## config.mk

```make
export PLATFORM = sky130hd
export DESIGN_NAME = strobe_interval_meter
export DESIGN_NICKNAME = d
export VERILOG_FILES = /design/src/rtl/strobe_interval_meter.sv
export SDC_FILE = /design/constraint.sdc
export NUM_CORES = 1
export LEC_CHECK = 0
export CORE_MARGIN = 4
export CORE_UTILIZATION = 40
export DETAILED_ROUTE_END_ITERATION = 6
export DONT_BUFFER_PORTS = 1
export SETUP_SLACK_MARGIN = 0.4
export SYNTH_ARGS = -nofsm -noshare
export SYNTH_HDL_FRONTEND = slang
export SYNTH_SLANG_ARGS = --single-unit
```

## constraint.sdc

```tcl
create_clock -name clk -period 1.9 [get_ports clk]
set_input_delay 0.38 -clock clk [delete_from_list [all_inputs] [get_ports clk]]
set_output_delay 0.38 -clock clk [all_outputs]
set_load 0.02 [all_outputs]
```

## src/rtl/strobe_interval_meter.sv

```systemverilog
// strobe_interval_meter
// Receive-side decoder for a tick/strobe channel. Counts enable ticks between
// successive strobes, reports the interval (saturating), compares it against
// an expected value, and declares loss of lock when strobes stop arriving.
module strobe_interval_meter #(
  parameter int WIDTH    = 4,
  parameter int TIMEOUT  = 1023,
  parameter int TO_WIDTH = 16
) (
  input  logic             clk,
  input  logic             rst,
  input  logic             enable,
  input  logic             strobe,
  input  logic [WIDTH-1:0] expected_value,
  output logic [WIDTH-1:0] count,
  output logic             count_valid,
  output logic             overflow,
  output logic             mismatch,
  output logic             locked,
  output logic             timeout
);

  typedef enum logic {
    SYNC    = 1'b0,
    MEASURE = 1'b1
  } state_e;

  localparam logic [WIDTH-1:0]    MAX      = '1;
  localparam logic [WIDTH-1:0]    ONE      = {{(WIDTH-1){1'b0}}, 1'b1};
  localparam logic [TO_WIDTH-1:0] TO_ONE   = {{(TO_WIDTH-1){1'b0}}, 1'b1};
  // Last timeout-counter value before loss is declared; the counter starts
  // at 0 in the first strobe-free cycle, so the TIMEOUT-th such cycle sees
  // TIMEOUT-1.
  localparam int unsigned         TO_LAST_I = (TIMEOUT == 0) ? 0 : TIMEOUT - 1;
  localparam logic [TO_WIDTH-1:0] TO_LAST   = TO_WIDTH'(TO_LAST_I);
  localparam bit                  TO_EN     = (TIMEOUT != 0);

  state_e              state_q, state_d;
  logic [WIDTH-1:0]    acc_q, acc_d;
  logic                sat_q, sat_d;
  logic [TO_WIDTH-1:0] to_q, to_d;
  logic [WIDTH-1:0]    count_q, count_d;
  logic                ovf_q, ovf_d;
  logic                mis_q, mis_d;
  logic                cv_q, cv_d;
  logic                tout_q, tout_d;
  logic [WIDTH-1:0]    res;
  logic                res_sat;

  // Saturating increment: holds at MAX instead of wrapping.
  function automatic logic [WIDTH-1:0] sat_add(input logic [WIDTH-1:0] a,
                                               input logic             inc);
    if (inc && (a != MAX)) return a + ONE;
    return a;
  endfunction

  // True when an increment is requested but the value is already at MAX.
  function automatic logic sat_hit(input logic [WIDTH-1:0] a,
                                   input logic             inc);
    return inc && (a == MAX);
  endfunction

  // Next-state, accumulator, timeout counter and output-register updates.
  always_comb begin
    state_d = state_q;
    acc_d   = acc_q;
    sat_d   = sat_q;
    to_d    = to_q;
    count_d = count_q;
    ovf_d   = ovf_q;
    mis_d   = mis_q;
    cv_d    = 1'b0;
    tout_d  = 1'b0;
    res     = sat_add(acc_q, enable);
    res_sat = sat_q | sat_hit(acc_q, enable);

    case (state_q)
      SYNC: begin
        // The interval before the first strobe is partial, so it is not
        // measured; this strobe only establishes lock.
        if (strobe) begin
          state_d = MEASURE;
          acc_d   = '0;
          sat_d   = 1'b0;
          to_d    = '0;
        end
      end
      MEASURE: begin
        if (strobe) begin
          // A tick coincident with the strobe belongs to the ending interval.
          count_d = res;
          ovf_d   = res_sat;
          mis_d   = (res != expected_value) | res_sat;
          cv_d    = 1'b1;
          acc_d   = '0;
          sat_d   = 1'b0;
          to_d    = '0;
        end else if (TO_EN && (to_q == TO_LAST)) begin
          tout_d  = 1'b1;
          state_d = SYNC;
          acc_d   = '0;
          sat_d   = 1'b0;
          to_d    = '0;
        end else begin
          if (enable) begin
            acc_d = sat_add(acc_q, 1'b1);
            sat_d = sat_q | sat_hit(acc_q, 1'b1);
          end
          if (TO_EN) begin
            to_d = to_q + TO_ONE;
          end
        end
      end
      default: begin
        state_d = SYNC;
      end
    endcase
  end

  // State and output registers; reset has priority over every input.
  always_ff @(posedge clk) begin
    if (rst) begin
      state_q <= SYNC;
      acc_q   <= '0;
      sat_q   <= 1'b0;
      to_q    <= '0;
      count_q <= '0;
      ovf_q   <= 1'b0;
      mis_q   <= 1'b0;
      cv_q    <= 1'b0;
      tout_q  <= 1'b0;
    end else begin
      state_q <= state_d;
      acc_q   <= acc_d;
      sat_q   <= sat_d;
      to_q    <= to_d;
      count_q <= count_d;
      ovf_q   <= ovf_d;
      mis_q   <= mis_d;
      cv_q    <= cv_d;
      tout_q  <= tout_d;
    end
  end

  assign count       = count_q;
  assign count_valid = cv_q;
  assign overflow    = ovf_q;
  assign mismatch    = mis_q;
  assign locked      = (state_q == MEASURE);
  assign timeout     = tout_q;

endmodule

```

==> results.sh, run 1 <==
export IMPL_finalSetupViolCount=0
export IMPL_dr_first_iter_drc_count=140
export IMPL_ir_worst_vdd_uv=344.0
export IMPL_cts_tree="done"
export IMPL_fmax_ghz=0.5693
export IMPL_antenna_found_initial=0
export IMPL_cp_end_kind="flip-flop"
export IMPL_p_sw_mw=0.3155
export IMPL_grt_pass1_vias=1492
export IMPL_gp_congestion=0.8861
export IMPL_dr_total_vias=1549
export IMPL_routed_wl_met3_um=244
export IMPL_skew_ns=0.01110
export IMPL_multiInputGateArea_um2=1087
export IMPL_layout_drive_gt1_share_pct=38.18
export IMPL_status="finished, final reports clean"
export IMPL_synth_seq_area_share_pct=38.52
export IMPL_fp_row_count=22
export IMPL_async_reset_ff_share_pct=0
export IMPL_rr_startpoint="to_q[0]"
export IMPL_switching_share_pct=24.79
export IMPL_rsz0062_at_grt="yes"
export IMPL_grt_pass1_wl_um=6658
export IMPL_cap_violations=0
export IMPL_hold_violations=0
export IMPL_dpl_hpwl_um=2661
export IMPL_syn_cell_area_um2=1559
export IMPL_remaining_drc_errors=0
export IMPL_tightestPinTransition_ns=0.5049
export IMPL_synth_xor_area_share_pct=3.933
export IMPL_top_layer_used="met4"
export IMPL_die_w_um=70.43
export IMPL_cp_required_ns=2.07
export IMPL_grt_max_degree=12
export IMPL_p_leak_nw=0.7257
export IMPL_cts_max_level=2
export IMPL_p_int_mw=0.9572
export IMPL_crit_end="to_q[11]"
export IMPL_crit_fanout=5
export IMPL_yosys_most_used_dff="dfxtp_1"
export IMPL_dieArea_um2=4960
export IMPL_combPwrFrac_pct=7.1
export IMPL_io_pins=17
export IMPL_r2r_end="to_q[11]"
export IMPL_final_util_pct=56.60
export IMPL_fin_crit_ns=1.757
export IMPL_clk_latency_ns=0.28
export IMPL_synthToLayoutAreaGrowth_pct=34.91
export IMPL_crit_start="to_q[0]"
export IMPL_synth_top_family_by_area="simple AND/OR/NAND/NOR gates"
export IMPL_syn_inst=192
export IMPL_core_um2=3716
export IMPL_fin_area_um2=2103
export IMPL_overflow=0
export IMPL_synth_mux_area_share_pct=2.006
export IMPL_ys_seq_elements=30
export IMPL_wl_met2_um=1979
export IMPL_final_net_count=230
export IMPL_r2r_cells=8
export IMPL_cts_buffers=5
export IMPL_cts_root_buf="clkbuf_8"
export IMPL_synth_edf_count=0
export IMPL_wire_per_inst_um=15.50
export IMPL_vias_per_cell=5.780
export IMPL_hold_path_class="input pin to flip-flop"
export IMPL_powerDensity_nw_per_um2=605.1
export IMPL_p_total_mw=1.273
export IMPL_die_h_um=70.43
export IMPL_fin_setup_tns_ns=0
export IMPL_ant_nets=0
export IMPL_drtPass1Iterations=4
export IMPL_crit_type="flip-flop to flip-flop"
export IMPL_synthSimpleGateAreaFrac_pct=29.21
export IMPL_seq_area_um2=631.9
export IMPL_r2r_slack_ns=0.14
export IMPL_synth_nets=203
export IMPL_start_kind="flip-flop"
export IMPL_nFillCells=322
export IMPL_initial_core_util_pct=41.95
export IMPL_synth_cell_types=47
export IMPL_cts_sinks=30
export IMPL_n_antenna_cell=0
export IMPL_min_period_over_period_pct=92.46
export IMPL_placed_area_um2=1718
export IMPL_seqPwrFrac_pct=50.7
export IMPL_grtUsageTotal_pct=16.42
export IMPL_yosysWarnings=0
export IMPL_clk_transition_reported_paths_ns=0.07
export IMPL_pwr_share_clk_pct=42.2
export IMPL_wirelength_um=4153
export IMPL_clockBufferDepth=2
export IMPL_synth_adder_area_share_pct=2.408
export IMPL_relSlewSlack_pct=66.22
export IMPL_synth_compound_area_share_pct=20.14
export IMPL_avgSynthCellArea_um2=8.120
export IMPL_maxSlewViolCount=0
export IMPL_portBuffers=0
export IMPL_met1_length_um=1900
export IMPL_critPathArrivalTime_ns=1.93
-- layout make-up --
type	instances	area share, %
clock buffers	6	3.926
clock inverters	2	0.5949
inverters	2	0.3569
multi-input cells	152	51.70
flip-flops and latches	30	30.04
well taps	48	2.855
repair buffers	28	10.53
-- worst min-delay path by stage --
stage | startpoint | end | cells past startpoint | slack, ns
2_1_floorplan | to_q[9] | to_q[9] | 1 | 0.45
3_3_place_gp | rst | count[3] | 1 | 0.45
3_5_place_dp | rst | count[3] | 1 | 0.45
4_1_cts | rst | count[3] | 1 | 0.15
5_1_grt | rst | locked | 1 | 0.15
6_report | rst | count_valid | 1 | 0.16
-- stage by stage --
stage,worst slack [ns],std cells,hold WS [ns]
after global placement,0.1277,242,0.4520
after global routing,0.07795,268,0.1507
final,0.1433,268,0.1612
after floorplan,0.2594,192,0.4489
after detailed placement,0.08591,242,0.4533
after CTS,0.1844,265,0.1544
-- power by group through the flow --
stage          clock network [mW]  logic, mW  registers, mW
2_1_floorplan                   0     0.0591          0.668
3_3_place_gp                    0     0.0713          0.668
3_5_place_dp                    0     0.0733          0.669
4_1_cts                     0.539     0.0817          0.650
5_1_grt                     0.568      0.101          0.646
6_report                    0.537     0.0907          0.645
-- per-layer routing --
layer  GRT usage (%)  vias to the layer above
met1           21.48                      745
met2           25.26                       39
li1                -                      761
met3           4.604                        4
met4           6.596                        0
met5               0                        -
-- repair_timing --
action	4_1_cts	5_1_grt
endpoints found under the setup margin	23	24
hold endpoints to repair	0	0
pin swaps	8	9
setup buffers	14	3
gates cloned	1	0
resized for setup	16	29
hold buffers	0	0
-- kinds of logic (layout without fill, tap and decap cells) --
family	Yosys count	count (layout)
DFF	30	30
muxes	3	3
AOI/OAI and AO/OA	50	51
buffers and inverters	11	38
and+or+nand+nor	88	88
adders and majority gates	3	3
xor gates and xnor gates	7	7
-- critical path: stages, from the launching register on --
cell	delay (ns)
dfxtp_4	0.34
inv_2	0.06
ha_4	0.11
nand4b_1	0.14
nor4_4	0.38
buf_4	0.21
a21oi_4	0.08
a21o_1	0.17
a22o_1	0.17
-- synth_stat cells, drive strengths merged (2+ instances only) --
cell	instances	area (um2)
o21ai	12	60.05
nor3	7	35.03
dfxtp	30	600.6
inv	2	7.510
and2	3	18.77
mux2i	2	20.02
or3	5	36.28
and3	4	30.03
a31oi	8	50.05
nor4	2	27.53
nand2	21	78.83
ha	3	37.54
a21oi	13	68.82
buf	5	36.28
or2	3	18.77
nand3	13	70.07
o22ai	2	12.51
nand4	4	25.02
clkbuf	4	15.01
a21o	2	15.01
a21boi	3	22.52
a311oi	2	17.52
xor2	6	52.55
a211oi	3	22.52
nor2	21	78.83
-- cells in the final DEF, fill, tap and decap left out, types with 2 or more instances in the layout --
cell | Yosys | final
buf_4 | 2 | 25
xor2_1 | 6 | 6
dfxtp_2 | 0 | 4
and3_4 | 1 | 2
or3_4 | 1 | 2
ha_4 | 0 | 2
a31oi_1 | 8 | 8
o21ai_0 | 11 | 6
o21ai_1 | 1 | 5
dfxtp_4 | 0 | 7
o22ai_1 | 2 | 2
and3_1 | 3 | 2
nor3_1 | 7 | 6
or3_1 | 4 | 3
a21oi_1 | 12 | 9
clkbuf_8 | 0 | 6
nand3_1 | 12 | 10
nand3_4 | 0 | 2
a211oi_1 | 3 | 3
dfxtp_1 | 30 | 19
a21o_1 | 2 | 2
nor2_1 | 21 | 19
nand2_1 | 21 | 18
a21boi_2 | 0 | 3
nand4_1 | 4 | 4
nand2_2 | 0 | 2
a21oi_2 | 1 | 4
buf_6 | 1 | 3
or2_2 | 3 | 2
nor4_4 | 1 | 2
-- sequential cells by signal, indices dropped and copies added (netlist names) --
| signal | cells |
|---|---|
| acc_q | 4 |
| count | 4 |
| count_valid | 1 |
| locked | 1 |
| mismatch | 1 |
| overflow | 1 |
| sat_q | 1 |
| timeout | 1 |
| to_q | 16 |
No activity file was read; power rests on OpenSTA's default activity.
==> run 2: changes to the inputs <==
Settings changed: ABC_AREA set to 1.
==> run 2 against run 1 <==
  * Register-to-register slack gained 0.30 ns
  * Synthesized cell count grew 38%
  * Hold slack worse by 0.0060 ns
  * Critical endpoint is now to_q[12]
  * Power rose by 24%
==> results.sh, run 2 <==
export IMPL_synth_nets=276
export IMPL_layout_drive_gt1_share_pct=21.32
export IMPL_syn_cell_area_um2=1710
export IMPL_rr_startpoint="to_q[0]"
export IMPL_io_pins=17
export IMPL_initial_core_util_pct=42.15
export IMPL_critPathArrivalTime_ns=1.68
export IMPL_pwr_share_clk_pct=51.9
export IMPL_fmax_ghz=0.6856
export IMPL_fin_crit_ns=1.458
export IMPL_synthTopCellsByArea="dfxtp_1 35%, nand2_1 18%, a21oi_1 7.9%, inv_1 7.7%, nand3_1 5.3%"
export IMPL_cts_hold_buf=0
export IMPL_synthSimpleGateAreaFrac_pct=36.06
export IMPL_cts_tree="done"
export IMPL_start_kind="flip-flop"
export IMPL_crit_fanout=5
export IMPL_yosysTopAreaCell="dfxtp_1"
export IMPL_p_int_mw=1.229
export IMPL_vias_per_cell=5.053
export IMPL_hold_path_depth=1
export IMPL_synth_adder_area_share_pct=2.195
export IMPL_n_antenna_cell=0
export IMPL_layout_common_cells="74 x nand2_1, 33 x inv_1, 26 x a21oi_1"
export IMPL_die_h_um=73.39
export IMPL_yosys_most_used_dff="dfxtp_1"
export IMPL_synth_cell_types=29
export IMPL_finalSetupViolCount=0
export IMPL_cts_buffers=5
export IMPL_synth_mux_area_share_pct=0
export IMPL_portBuffers=0
export IMPL_avgSynthCellArea_um2=6.454
export IMPL_async_reset_ff_share_pct=0
export IMPL_clk_latency_ns=0.28
export IMPL_clockBufferDepth=2
export IMPL_place_ws_ns=0.3622
export IMPL_ir_worst_vdd_uv=340.1
export IMPL_hold_violations=0
export IMPL_skew_ns=0.005383
export IMPL_synth_edf_count=0
export IMPL_final_util_pct=51.06
export IMPL_seqPwrFrac_pct=42.1
export IMPL_stdcell_count=322
export IMPL_grt_pass1_wl_um=6872
export IMPL_p_leak_nw=0.8171
export IMPL_ant_nets=0
export IMPL_dieArea_um2=5386
export IMPL_yosysMostFrequentCell="nand2_1"
export IMPL_dr_first_iter_drc_count=96
export IMPL_fp_row_count=23
export IMPL_overflow=0
export IMPL_wirelength_um=4218
export IMPL_die_w_um=73.39
export IMPL_grt_max_degree=21
export IMPL_finalWorstSetupSlack_ns=0.4415
export IMPL_core_um2=4058
export IMPL_p_sw_mw=0.3477
export IMPL_cts_root_buf="clkbuf_8"
export IMPL_dr_total_vias=1627
export IMPL_synth_xor_area_share_pct=1.024
export IMPL_yosysTopAreaCellShare_pct=35.11
export IMPL_hold_path_class="input pin to flip-flop"
export IMPL_synth_compound_area_share_pct=14.34
export IMPL_ys_seq_elements=30
export IMPL_synth_top_family_by_area="simple AND/OR/NAND/NOR gates"
export IMPL_combPwrFrac_pct=5.9
export IMPL_final_net_count=282
export IMPL_grt_pass1_vias=1535
export IMPL_tightestPinTransition_ns=0.3655
export IMPL_maxSlewViolCount=0
export IMPL_r2r_cells=9
export IMPL_rsz0062_at_grt="yes"
export IMPL_yosysWarnings=0
export IMPL_fin_setup_tns_ns=0
export IMPL_synth_seq_area_share_pct=35.11
export IMPL_cts_sinks=30
export IMPL_ys_top_cells_by_count="81 x nand2_1, 35 x inv_1, 30 x dfxtp_1"
export IMPL_gp_congestion=0.7767
export IMPL_grtUsageTotal_pct=16.51
export IMPL_antenna_found_initial=0
export IMPL_min_period_over_period_pct=76.76
export IMPL_status="finished, final reports clean"
export IMPL_syn_inst=265
export IMPL_wire_per_inst_um=13.10
export IMPL_final_common_cell="nand2_1"
export IMPL_hp_start="rst"
export IMPL_cp_end_kind="flip-flop"
export IMPL_dpl_hpwl_um=2724
export IMPL_crit_start="to_q[0]"
export IMPL_largest_reg_flops=16
export IMPL_clk_transition_reported_paths_ns=0.07
export IMPL_powerDensity_nw_per_um2=760.9
export IMPL_relSlewSlack_pct=75.61
export IMPL_cts_max_level=2
export IMPL_remaining_drc_errors=0
export IMPL_place_inst=309
export IMPL_drtPass1Iterations=4
export IMPL_switching_share_pct=22.05
export IMPL_synthToLayoutAreaGrowth_pct=21.14
export IMPL_largest_register="to_q"
export IMPL_crit_type="flip-flop to flip-flop"
export IMPL_cp_required_ns=2.12
export IMPL_cap_violations=0
==> run 2: cell type report <==
| class | count | area, um2 |
|---|---|---|
| multi-input combinational | 191 | 1036 |
| tap | 50 | 62.56 |
| timing repair buffer | 4 | 30.03 |
| timing repair inverter | 2 | 17.52 |
| clock inverter | 2 | 60.06 |
| inverter | 37 | 156.4 |
| clock buffer | 6 | 82.58 |
| sequential | 30 | 626.9 |
| fill | 399 | 1986 |
==> run 2: stage by stage <==
stage / hold WS (ns) / power, mW / area, um2
5_1_grt: 0.1380 / 1.632 / 2072
4_1_cts: 0.1379 / 1.579 / 1887
6_report: 0.1552 / 1.577 / 2072
2_1_floorplan: 0.4314 / 0.7538 / 1710
3_5_place_dp: 0.4529 / 0.7600 / 1729
3_3_place_gp: 0.4499 / 0.7593 / 1729
==> run 2: logic make-up after synthesis <==
family | Yosys count
AND/OR/NAND/NOR | 139
AO/OA/AOI/OAI | 47
buffers and inverters | 44
flip-flops | 30
adder cells (fa/ha/maj) | 3
XOR/XNOR | 2
==> run 2: what timing repair did <==
item | 4_1_cts | 5_1_grt
setup buffers | 0 | 3
setup endpoints to repair | 6 | 22
resized for setup | 6 | 47
pin swaps | 0 | 5
gates cloned | 0 | 2
==> run 2: path summary, 6_finish.rpt <==
check                   to  slack [ns]
setup / recovery  to_q[12]        0.44
hold / removal    acc_q[0]        0.16
hold reg to reg      sat_q        0.46
setup reg to reg  to_q[12]        0.44
==> run 2: critical path, cell delays in order (launching register included) <==
cell and delay [ns]:
dfxtp_4 0.39, ha_4 0.14, nand2_2 0.06, inv_2 0.07
nand2_4 0.06, nor2_4 0.18, nand4_4 0.13, o21bai_1 0.18
nand2_1 0.09, a21oi_2 0.10
==> run 2: power by group through the flow <==
stage / Clock, mW / Sequential, mW / Combinational [mW]
after global routing: 0.858 / 0.666 / 0.108
after floorplan: 0 / 0.675 / 0.0792
after detailed placement: 0 / 0.681 / 0.0788
after global placement: 0 / 0.681 / 0.0783
after CTS: 0.832 / 0.667 / 0.0796
final: 0.819 / 0.664 / 0.0933
==> run 2: per-layer routing <==
layer	wire [um]	global-route usage [%]
met1	1983	21.51
met2	1861	24.83
met3	310	6.156
met4	62	6.036
met5	0	0
